==> config.mk <==
export PLATFORM = sky130hd
export DESIGN_NAME = branch_predictor
export DESIGN_NICKNAME = d
export VERILOG_FILES = /design/src/rtl/branch_predictor.sv
export SDC_FILE = /design/constraint.sdc
export NUM_CORES = 2
export LEC_CHECK = 0
export BUFFER_PORTS_ARGS = -buffer_cell sky130_fd_sc_hd__clkbuf_2
export CAP_MARGIN = 20
export CORE_MARGIN = 3
export CORE_UTILIZATION = 40
export CTS_CLUSTER_DIAMETER = 120
export CTS_CLUSTER_SIZE = 8
export DETAILED_ROUTE_END_ITERATION = 8
export GPL_ROUTABILITY_DRIVEN = 1
export PLACE_DENSITY = 0.63
export REMOVE_ABC_BUFFERS = 1
export SYNTH_ARGS = -nofsm -noshare
export SYNTH_HDL_FRONTEND = slang
export SYNTH_SLANG_ARGS = --single-unit
export TNS_END_PERCENT = 10
==> constraint.sdc <==
create_clock -name clk -period 10.7 [get_ports clk]
set_input_delay 2.14 -clock clk [delete_from_list [all_inputs] [get_ports clk]]
set_output_delay 2.14 -clock clk [all_outputs]
set_load 0.01 [all_outputs]
==> src/rtl/branch_predictor.sv <==
// Direct-mapped BTB with per-entry 2-bit saturating direction counters; zero-latency lookup, EX-stage update.
// Optional BP_STATS_EN enables the resolved-branch / misprediction statistics counters.
module branch_predictor #(
  parameter int unsigned XLEN    = 32,
  parameter int unsigned ENTRIES = 64,
  parameter int unsigned TAG_W   = 8
) (
  input  logic            clk,
  input  logic            rst,
  input  logic [XLEN-1:0] lookup_pc,
  output logic            pred_hit,
  output logic            pred_taken,
  output logic [XLEN-1:0] pred_target,
  input  logic            upd_valid,
  input  logic [XLEN-1:0] upd_pc,
  input  logic            upd_taken,
  input  logic            upd_uncond,
  input  logic [XLEN-1:0] upd_target,
  input  logic            upd_mispred,
  input  logic            flush_all,
  output logic [31:0]     stat_branches,
  output logic [31:0]     stat_mispred
);

  localparam int unsigned IDX_W = $clog2(ENTRIES);
  localparam int unsigned TAG_LO = IDX_W + 2;
  localparam int unsigned TAG_HI = IDX_W + TAG_W + 1;

  typedef struct packed {
    logic [TAG_W-1:0] tag;
    logic [XLEN-1:0]  target;
    logic [1:0]       ctr;
  } bp_entry_t;

  function automatic logic [1:0] sat_inc(input logic [1:0] c);
    return (c == 2'b11) ? c : c + 2'd1;
  endfunction

  function automatic logic [1:0] sat_dec(input logic [1:0] c);
    return (c == 2'b00) ? c : c - 2'd1;
  endfunction

  logic [ENTRIES-1:0] valid_q;
  bp_entry_t          entry_q [ENTRIES];

  logic [IDX_W-1:0]   lk_idx;
  logic [TAG_W-1:0]   lk_tag;
  bp_entry_t          lk_entry;
  logic [IDX_W-1:0]   up_idx;
  logic [TAG_W-1:0]   up_tag;
  bp_entry_t          up_entry;
  logic               up_hit;
  logic               wr_en;
  bp_entry_t          wr_entry;

  assign lk_idx   = lookup_pc[IDX_W+1:2];
  assign lk_tag   = lookup_pc[TAG_HI:TAG_LO];
  assign up_idx   = upd_pc[IDX_W+1:2];
  assign up_tag   = upd_pc[TAG_HI:TAG_LO];
  assign lk_entry = entry_q[lk_idx];
  assign up_entry = entry_q[up_idx];
  assign up_hit   = valid_q[up_idx] && (up_entry.tag == up_tag);

  // Lookup reads registered state only, so a same-cycle update is not visible until next cycle.
  assign pred_hit    = valid_q[lk_idx] && (lk_entry.tag == lk_tag);
  assign pred_taken  = pred_hit && lk_entry.ctr[1];
  assign pred_target = pred_hit ? lk_entry.target : '0;

  // Next contents of the entry addressed by the update; reset and flush suppress the write.
  always_comb begin
    wr_en    = 1'b0;
    wr_entry = up_entry;
    if (upd_valid && !rst && !flush_all) begin
      if (up_hit) begin
        wr_en = 1'b1;
        if (upd_uncond) begin
          wr_entry.ctr    = 2'b11;
          wr_entry.target = upd_target;
        end else if (upd_taken) begin
          wr_entry.ctr    = sat_inc(up_entry.ctr);
          wr_entry.target = upd_target;
        end else begin
          wr_entry.ctr    = sat_dec(up_entry.ctr);
        end
      end else if (upd_taken || upd_uncond) begin
        wr_en           = 1'b1;
        wr_entry.tag    = up_tag;
        wr_entry.target = upd_target;
        wr_entry.ctr    = upd_uncond ? 2'b11 : 2'b10;
      end
    end
  end

  always_ff @(posedge clk) begin
    if (rst || flush_all) begin
      valid_q <= '0;
    end else if (wr_en) begin
      valid_q[up_idx] <= 1'b1;
    end
  end

  // Payload storage needs no reset: valid_q gates every read.
  always_ff @(posedge clk) begin
    if (wr_en) begin
      entry_q[up_idx] <= wr_entry;
    end
  end

`ifdef BP_STATS_EN
  // Statistics count every resolved update, including ones dropped by a flush.
  always_ff @(posedge clk) begin
    if (rst) begin
      stat_branches <= '0;
      stat_mispred  <= '0;
    end else if (upd_valid) begin
      stat_branches <= stat_branches + 32'd1;
      if (upd_mispred) begin
        stat_mispred <= stat_mispred + 32'd1;
      end
    end
  end
`else
  assign stat_branches = '0;
  assign stat_mispred  = '0;
`endif

  // PC bits outside index/tag and the stats-only input are intentionally ignored.
  logic unused_ok;
  assign unused_ok = ^{lookup_pc, upd_pc, upd_mispred};

endmodule

==> results.toml <==
[run_status]
status = "finished clean"

[global_routing]
grt_pass1_wl_mm = 635
globalRouteOverflowTotal = 0
grt_use_total_pct = 28.5
grt_pass1_vias = 79900
grt_start_max_net_pins = 139
antenna_found_initial = 16

[clock_network]
insertion_delay_ns = 0.91
cts_setup_buffers = 0
cts_resized = 0
path_clk_slew_ns = 0.05
cts_sinks = 2752
cts_buffer_depth = 4
root_buffer = "clkbuf_16"
cts_tree = "done"
numCtsBuffers = 385
cts_hold_buf = 0
htreeDepth = 5

[power_and_ir_drop]
power_density_nw_per_um2 = 178
swShare_pct = 23.0
combPwrFrac_pct = 8.3
p_sw_mw = 5.77
p_leak_nw = 43.2
total_power_mw = 25.1
internal_power_mw = 19.4
power.share.clock_pct = 43.1
p_seq_share_pct = 48.6
power.ir.vdd_worst_uv = 130

[finish]
instances_no_fill = 11100
final_cell_area_um2 = 141000
layout.nets = 7056
multiInputGateArea_um2 = 39900
syn2layout_area_growth_pct = 13.7
register_area_um2 = 82000
fill_cells = 25400
drive_above_1_share_pct = 28.1
fin_util_pct = 45.9

[placement]
placed_area_um2 = 131000
place_congestion = 0.859
portBuffers = 99
place_hpwl_mm = 239
placed_cells = 10700

[synth]
synth-edff-count = 2688
ys_ff_latch = 2752
synth.largest_area_cell = "edfxtp_1"
syn_avg_cell_area_um2 = 18.3
dominantRegCellSynth = "edfxtp_1"
synth.top_cell.area_share_pct = 65.1
yosys-top-cells-area = "edfxtp_1 (65%), mux4_2 (17%), a22oi_1 (4.4%)"
ys_seq_area_share_pct = 66.2
ys_async_sr_fraction_pct = 0
synthDistinctLibCells = 71
synth_area_um2 = 124000
ys_warn_count = 0
synth_cells = 6763

[hold_path]
hold_path_class = "reg2reg"

[worst_setup_path]
cp-start-kind = "primary input"
cpMostUsedCell = "mux4_2"
cp_cell_sequence = "buf_8 > buf_12 > mux4_2 > mux4_2 > mux4_2 > xor2_1 > nor4_2 > o2111ai_4 > buf_12 > a211oi_2 > clkbuf_2"
crit_path_end_kind = "output port"
reg2reg_depth = 11
cp.required_ns = 8.56
cp_slowest_cell = "a211oi_2"
cp_max_fo = 55
path_class = "in2out"
worstSetupEndpoint = "pred_taken"
rr_endpoint = "entry_q[10][3]"
worstPathArrival_ns = 6.89
cp_slowest_stage_delay_ns = 0.61
rrSetupSlack_ns = 5.30
rr_startpoint = "entry_q[39][40]"
crit_start = "lookup_pc[2]"

[sta]
hold_viol = 0
period_share_pct = 84.4
max_freq_mhz = 111
setup_viol = 0
drv_slew = 0
fin_setup_tns_ns = 0
tightest_slew_ns = 1.21
maxSlewHeadroom_pct = 19.1
finClkSkew_ns = 0.0844
rsz0062_at_grt = "false"
layout_min_cycle_time_ns = 9.03

[floorplan]
die_area_um2 = 316000
die_h_um = 563
coreArea_um2 = 307000
start_util_pct = 40.3
die_width_um = 563
rows = 203
num_io_pins = 201

[flow_run]
maxCapViolCount = 0

[route]
drc_errors = 0
wl_per_cell_um = 41.6
vias_per_cell = 7.22
vias = 80300
first_iter_violations = 14400
postRouteAntennaNets = 0
totalWireLength_mm = 462
drtPass1Iterations = 7
power by group through the flow:
stage / clock network (mW) / logic, mW / registers (mW)
global route: 11.3 / 2.16 / 12.2
finish: 10.8 / 2.08 / 12.2
floorplan: 0 / 1.08 / 12.5
global placement: 0 / 1.95 / 12.4
CTS: 10.9 / 2.01 / 12.2
detailed placement: 0 / 2.01 / 12.4
sequential cells by signal, summed over array words and instances (netlist names):
| register | count |
|---|---|
| entry_q | 2688 |
| valid_q | 64 |
logic make-up (layout without fill, tap and decap cells):
logic type / count (synthesis) / after routing / synth area share, %
xor+xnor: 14 / 14 / 0.0990
flops: 2752 / 2752 / 66.2
simple gates: 638 / 638 / 2.74
other cells: 1 / 73 / 0.00303
fa+ha+maj: 1 / 1 / 0.00808
compound gates: 1520 / 1520 / 9.40
buf+inv: 671 / 854 / 2.59
mux: 1166 / 1166 / 19.0
cell usage after synthesis (12+ instances only):
cell	count
a211oi_1	21
a211oi_2	13
a21oi_1	89
a221oi_1	168
a222oi_1	54
a22o_1	148
a22oi_1	719
a31oi_1	76
a32o_1	42
a32oi_1	12
and3_1	14
buf_1	79
buf_2	232
buf_4	84
buf_6	12
clkbuf_1	255
dfxtp_1	64
edfxtp_1	2688
mux2_2	63
mux2i_1	164
mux4_2	939
nand2_1	97
nand3_1	73
nand4_1	165
nor2_1	106
nor2b_1	51
nor3_1	68
o211ai_1	15
o21ai_0	81
o22ai_1	21
o31ai_1	14
worst max-delay path, delay by kind of cell:
kind / cells / cell delay (ns)
AND/OR/NAND/NOR: 1 / 0.58
AO/OA/AOI/OAI: 2 / 0.82
buffers and inverters: 4 / 1.39
XOR/XNOR: 1 / 0.17
multiplexers: 3 / 1.62
layout make-up:
cell class	instances	share of cell area [%]
clock inverter	17	0.225
multi-input combinational	3403	28.3
tap	4100	3.64
antenna	9	0.0160
inverter	9	0.0266
timing repair buffer	402	2.55
clock buffer	426	7.04
sequential	2752	58.2
through the flow:
stage / worst slack (ns) / hold WS [ns]
floorplan: -4.16 / 0.436
global placement: 1.67 / 0.448
detailed placement: 1.67 / 0.459
CTS: 1.65 / 0.471
global route: 1.42 / 0.494
finish: 1.67 / 0.470
metal layers:
metal	up-vias	share of wire (%)	track usage (%)
met5	-	0.0058	0
met4	4	6.7	16.2
met3	1579	15	8.95
met2	7751	44	41.9
met1	41300	34	37.5
li1	29700	-	-
how the worst min path moves through the flow:
stage / start / to / slack (ns) / cells past startpoint
final: valid_q[10] / valid_q[10] / 0.47 / 2
after global routing: valid_q[16] / valid_q[16] / 0.49 / 2
after CTS: valid_q[10] / valid_q[10] / 0.47 / 2
after detailed placement: valid_q[10] / valid_q[10] / 0.46 / 2
after global placement: valid_q[46] / valid_q[46] / 0.45 / 2
after floorplan: valid_q[10] / valid_q[10] / 0.44 / 2
placed cells by master (no fill, tap or decap), types with 35 or more instances in the layout:
cell type     n
o21ai_0      77
clkbuf_1     35
buf_4       247
a21oi_1      77
buf_12       53
clkbuf_16   391
mux4_2      939
nand3_1      73
clkbuf_2     87
nor3_2       58
nand2_1      95
mux2i_1     163
edfxtp_1   2688
a221oi_1    168
a31oi_1      64
a222oi_1     54
conb_1       64
mux2_2       63
nand4_1     165
dfxtp_1      64
nor2_1       85
a22o_1      148
nor2b_1      47
a32o_1       42
a22oi_1     719
No activity file was read; power rests on OpenSTA's default activity.
